[src/rtl/elevator_ctrl.sv]
// SCAN-order elevator controller: latches per-floor calls, times travel between
// floors and door dwell, and keeps its direction while requests remain ahead.
module elevator_ctrl #(
    parameter int NUM_FLOORS    = 8,
    parameter int FLOOR_W       = 3,
    parameter int TRAVEL_CYCLES = 16,
    parameter int DOOR_CYCLES   = 8
) (
    input  logic                  clk,
    input  logic                  reset,
    input  logic [NUM_FLOORS-1:0] call_req,
    output logic                  motor_up,
    output logic                  motor_down,
    output logic                  open_door,
    output logic                  close_door,
    output logic [FLOOR_W-1:0]    floor,
    output logic [NUM_FLOORS-1:0] pending,
    output logic                  dir_up,
    output logic                  busy
);
    localparam int TW = $clog2(TRAVEL_CYCLES + 1);
    localparam int DW = $clog2(DOOR_CYCLES + 1);
    localparam logic [TW-1:0] TRAVEL_LAST = TW'(TRAVEL_CYCLES - 1);
    localparam logic [DW-1:0] DOOR_LAST   = DW'(DOOR_CYCLES - 1);

    typedef enum logic [1:0] {IDLE, MOVE_UP, MOVE_DOWN, DOOR_OPEN} state_t;

    state_t                  state_q, state_d;
    logic [FLOOR_W-1:0]      floor_q, floor_d;
    logic [NUM_FLOORS-1:0]   pending_q, pending_d;
    logic                    dir_up_q, dir_up_d;
    logic [TW-1:0]           travel_cnt_q, travel_cnt_d;
    logic [DW-1:0]           door_cnt_q, door_cnt_d;
    logic                    above, below, here;
    logic [NUM_FLOORS-1:0]   req_all, clr;
    logic [FLOOR_W-1:0]      next_floor;

    always_comb begin
        above = 1'b0;
        below = 1'b0;
        for (int i = 0; i < NUM_FLOORS; i++) begin
            if (pending_q[i] && (i > int'(floor_q))) above = 1'b1;
            if (pending_q[i] && (i < int'(floor_q))) below = 1'b1;
        end
    end

    assign here       = pending_q[floor_q];
    // Arrival check sees calls made on the arrival edge itself.
    assign req_all    = pending_q | call_req;
    assign next_floor = (state_q == MOVE_UP) ? floor_q + FLOOR_W'(1) : floor_q - FLOOR_W'(1);

    always_comb begin
        state_d      = state_q;
        floor_d      = floor_q;
        dir_up_d     = dir_up_q;
        travel_cnt_d = travel_cnt_q;
        door_cnt_d   = door_cnt_q;
        clr          = '0;
        case (state_q)
            IDLE: begin
                if (here) begin
                    state_d         = DOOR_OPEN;
                    door_cnt_d      = '0;
                    clr[floor_q]    = 1'b1;
                end else if (above && (dir_up_q || !below)) begin
                    state_d      = MOVE_UP;
                    dir_up_d     = 1'b1;
                    travel_cnt_d = '0;
                end else if (below) begin
                    state_d      = MOVE_DOWN;
                    dir_up_d     = 1'b0;
                    travel_cnt_d = '0;
                end
            end
            MOVE_UP, MOVE_DOWN: begin
                if (travel_cnt_q == TRAVEL_LAST) begin
                    travel_cnt_d = '0;
                    floor_d      = next_floor;
                    if (req_all[next_floor]) begin
                        state_d         = DOOR_OPEN;
                        door_cnt_d      = '0;
                        clr[next_floor] = 1'b1;
                    end
                end else begin
                    travel_cnt_d = travel_cnt_q + TW'(1);
                end
            end
            DOOR_OPEN: begin
                // A same-floor call while open re-arms the dwell instead of queuing.
                if (call_req[floor_q]) begin
                    door_cnt_d   = '0;
                    clr[floor_q] = 1'b1;
                end else if (door_cnt_q == DOOR_LAST) begin
                    door_cnt_d   = '0;
                    travel_cnt_d = '0;
                    if (dir_up_q && above) begin
                        state_d = MOVE_UP;
                    end else if (below) begin
                        state_d  = MOVE_DOWN;
                        dir_up_d = 1'b0;
                    end else if (above) begin
                        state_d  = MOVE_UP;
                        dir_up_d = 1'b1;
                    end else begin
                        state_d = IDLE;
                    end
                end else begin
                    door_cnt_d = door_cnt_q + DW'(1);
                end
            end
            default: state_d = IDLE;
        endcase
        pending_d = req_all & ~clr;
    end

    always_ff @(posedge clk) begin
        if (!reset) begin
            state_q      <= IDLE;
            floor_q      <= '0;
            pending_q    <= '0;
            dir_up_q     <= 1'b1;
            travel_cnt_q <= '0;
            door_cnt_q   <= '0;
        end else begin
            state_q      <= state_d;
            floor_q      <= floor_d;
            pending_q    <= pending_d;
            dir_up_q     <= dir_up_d;
            travel_cnt_q <= travel_cnt_d;
            door_cnt_q   <= door_cnt_d;
        end
    end

    assign motor_up   = (state_q == MOVE_UP);
    assign motor_down = (state_q == MOVE_DOWN);
    assign open_door  = (state_q == DOOR_OPEN);
    assign close_door = ~open_door;
    assign floor      = floor_q;
    assign pending    = pending_q;
    assign dir_up     = dir_up_q;
    assign busy       = (state_q != IDLE) || (|pending_q);
endmodule
[config.mk]
export PLATFORM = sky130hd
export DESIGN_NAME = elevator_ctrl
export DESIGN_NICKNAME = d
export VERILOG_FILES = /design/src/rtl/elevator_ctrl.sv
export SDC_FILE = /design/constraint.sdc
export NUM_CORES = 1
export LEC_CHECK = 0
export BUFFER_PORTS_ARGS = -buffer_cell sky130_fd_sc_hd__buf_2
export CAP_MARGIN = 25
export CORE_MARGIN = 1.5
export CORE_UTILIZATION = 40
export CTS_CLUSTER_DIAMETER = 150
export DETAILED_ROUTE_END_ITERATION = 10
export RECOVER_POWER = 25
export SLEW_MARGIN = 25
export SYNTH_ARGS = -nofsm -noshare
export SYNTH_HDL_FRONTEND = slang
export SYNTH_SLANG_ARGS = --single-unit
[constraint.sdc]
create_clock -name clk -period 3.2 [get_ports clk]
set_clock_uncertainty 0.2 [all_clocks]
set_input_delay 0.96 -clock clk [delete_from_list [all_inputs] [get_ports clk]]
set_output_delay 0.96 -clock clk [all_outputs]
set_load 0.1 [all_outputs]
==> flow_summary.yaml <==
synth:
  synth-seq-cells: 23
  netlist_area_mm2: 0.00182
  synth.area.top_cells: "dfxtp_1 (25%), ha_1 (8.3%), mux2i_1 (5.5%)"
  syn_area_per_cell_um2: 8.22
  ys.flop_type: "dfxtp_1"
  synth_edf_count: 0
  synth_top_area_share_pct: 25.3
  syn_inst: 221
  yosysSeqAreaShare_pct: 25.3
  syn-num-nets: 243
  synthArstFlopShare_pct: 0
  synth_cell_types: 51
  ys_warn_count: 0
  yosysTopAreaCell: "dfxtp_1"
drt:
  vias: 1717
  dr.pass1.iters: 4
  drc: 0
  avgViaCountPerCell: 5.70
  drt_wl_total_um: 4650
  routedWlPerCell_um: 15.4
  drtIter0Drc: 124
  postRouteAntennaNets: 0
setup_path:
  worst-path-max-fanout: 6
  path_class: "flip-flop to output port"
  cp-start-kind: "flip-flop"
  arrival_ns: 1.97
  end_kind: "output port"
  cp.required_ns: 2.04
layout:
  nets: 272
  syn_to_final_growth_pct: 14.4
  drive_gt1_share_pct: 19.3
  num-fill-cells: 453
  antenna_cells: 0
hold_path:
  hold_path.class: "flip-flop to flip-flop"
run:
  drv_cap: 0
timing:
  fin_setup_tns_ns: 0
  fmax_mhz: 319
  period_needed_ns: 3.13
  hold_viol_final: 0
  drv_slew: 0
  rsz0062_at_grt: "no"
  setup_viol_count_final: 0
  whs_ns: 0.231
  worst_slew_pin_slew_ns: 1.17
  finalCritPeriodShare_pct: 97.9
  worst_slack_ns: 0.0667
  slew_headroom_pct: 22.5
clock_network:
  max-clock-path-buffers: 2
  root_buffer: "clkbuf_8"
  htreeDepth: 1
  cts.sinks: 23
  clkTransAtPathRegs_ns: 0.08
  cts_made_buffers: 3
  worstSkewPairLatency_ns: 0.27
  tritoncts: "yes"
  cts_setup_buffers: 0
  cts_hold_buffers: 0
  cts_resized: 0
floorplanning:
  io_pins: 27
  die_x_um: 70.4
  start_util_pct: 41.7
  die-area_mm2: 0.00496
  die_h_um: 70.4
  std_cell_rows: 24
  core_region_area_mm2: 0.00435
global_routing:
  grt_use_total_pct: 19.4
  grt-ovfl-total: 0
  grt_max_degree: 23
  grt_pass1_wl_um: 7720
  grt_pass1_vias: 1617
  antenna_found_initial: 0
status:
  outcome: "finished clean"
pwr:
  p_per_area_mw_per_mm2: 646
  max-vdd-ir-drop_uv: 347
  p_leak_nw: 0.818
placed_design:
  hpwl_um: 3510
  place_ws_ns: 0.201
  port_buffers: 26
  gp_congestion: 0.867
[cells in the mapped netlist (3+ instances only)]
cell       count
a2111oi_0      4
nor3_1         8
a21oi_1        5
o22ai_1        4
and2_1         3
nor2b_1        3
a31oi_1        3
clkbuf_1       5
ha_1          12
inv_1         11
o311a_1        3
buf_2          5
nor2_1        22
mux4_2         4
o31ai_1        3
nand2_1       19
o21ai_0        9
a211oi_1       5
and3_1         4
nand3_1        9
nand2b_1       9
xnor2_1        3
mux2i_1       10
dfxtp_1       23
nor3b_1        3
[sequential cells by signal, summed over array words and instances, names as in the netlist]
name          count
floor             3
door_cnt_q        4
state_q           2
travel_cnt_q      5
dir_up            1
pending           8
[routing by layer]
metal	wire, µm	share of wire (%)	up-vias	global-route usage [%]
met3	227	4.9	4	3.46
met5	0	0	-	0
met4	54	1.2	0	5.13
met2	2030	44	37	28.9
li1	-	-	883	-
met1	2330	50	793	28.6
[cell families (layout without fill, tap and decap cells)]
logic type | after synthesis | after routing | share of synthesized area, %
AND/OR/NAND/NOR | 91 | 91 | 25.8
AO/OA/AOI/OAI | 55 | 55 | 23.2
flip-flops | 23 | 23 | 25.3
buffers and inverters | 23 | 51 | 5.51
multiplexers | 14 | 14 | 10.5
adder cells (fa/ha/maj) | 12 | 12 | 8.26
XOR/XNOR | 3 | 3 | 1.45
[critical path, cell delays in order, from the launching register on]
cell	delay [ns]
dfxtp_2	0.38
or4_1	0.61
or3_2	0.47
buf_4	0.24
[report_power, final]
part	leakage, nW	switching [W]	internal (W)
Clock	0.0228	0.0000985	0.0000890
Combinational	0.605	0.000552	0.000245
Sequential	0.191	0.0000359	0.000323
[cell type report]
| type | count | area (µm²) | share of cell area (%) |
|---|---|---|---|
| flip-flops and latches | 23 | 468 | 22.5 |
| well taps | 52 | 65.1 | 3.13 |
| repair buffers | 35 | 190 | 9.15 |
| inverters | 12 | 45.0 | 2.17 |
| multi-input cells | 175 | 1260 | 60.9 |
| clock buffers | 4 | 45.0 | 2.17 |
[final timing paths]
path	cells past startpoint	slack (ns)	start	to
worst max-delay path	3	0.07	pending[2]	busy
worst min-delay path	2	0.23	travel_cnt_q[4]	travel_cnt_q[4]
worst max register to register	8	0.25	floor[0]	door_cnt_q[0]
worst min register to register	2	0.23	travel_cnt_q[4]	travel_cnt_q[4]
[cells in the final DEF, fill, tap and decap left out, types with 5 or more instances in the layout]
master / instances
nor2_1: 22
ha_1: 12
a211oi_1: 5
nand2b_1: 9
nand3_1: 9
clkbuf_1: 9
dfxtp_1: 19
mux2i_1: 10
buf_2: 17
buf_4: 10
o21ai_0: 9
inv_1: 11
nand2_1: 19
a21oi_1: 5
nor3_1: 8
[metrics by stage]
| step | instance area (µm²) | util, % | total power, W | cells |
|---|---|---|---|---|
| finish | 2080 | 47.7 | 0.00134 | 301 |
| global route | 2080 | 47.7 | 0.00144 | 301 |
| CTS | 2090 | 47.9 | 0.00135 | 301 |
| detailed placement | 2040 | 46.9 | 0.00116 | 297 |
| global placement | 2040 | 46.9 | 0.00116 | 297 |
| floorplan | 1830 | - | 0.000998 | 221 |
Note: power is estimated with default switching activity, not from simulation.
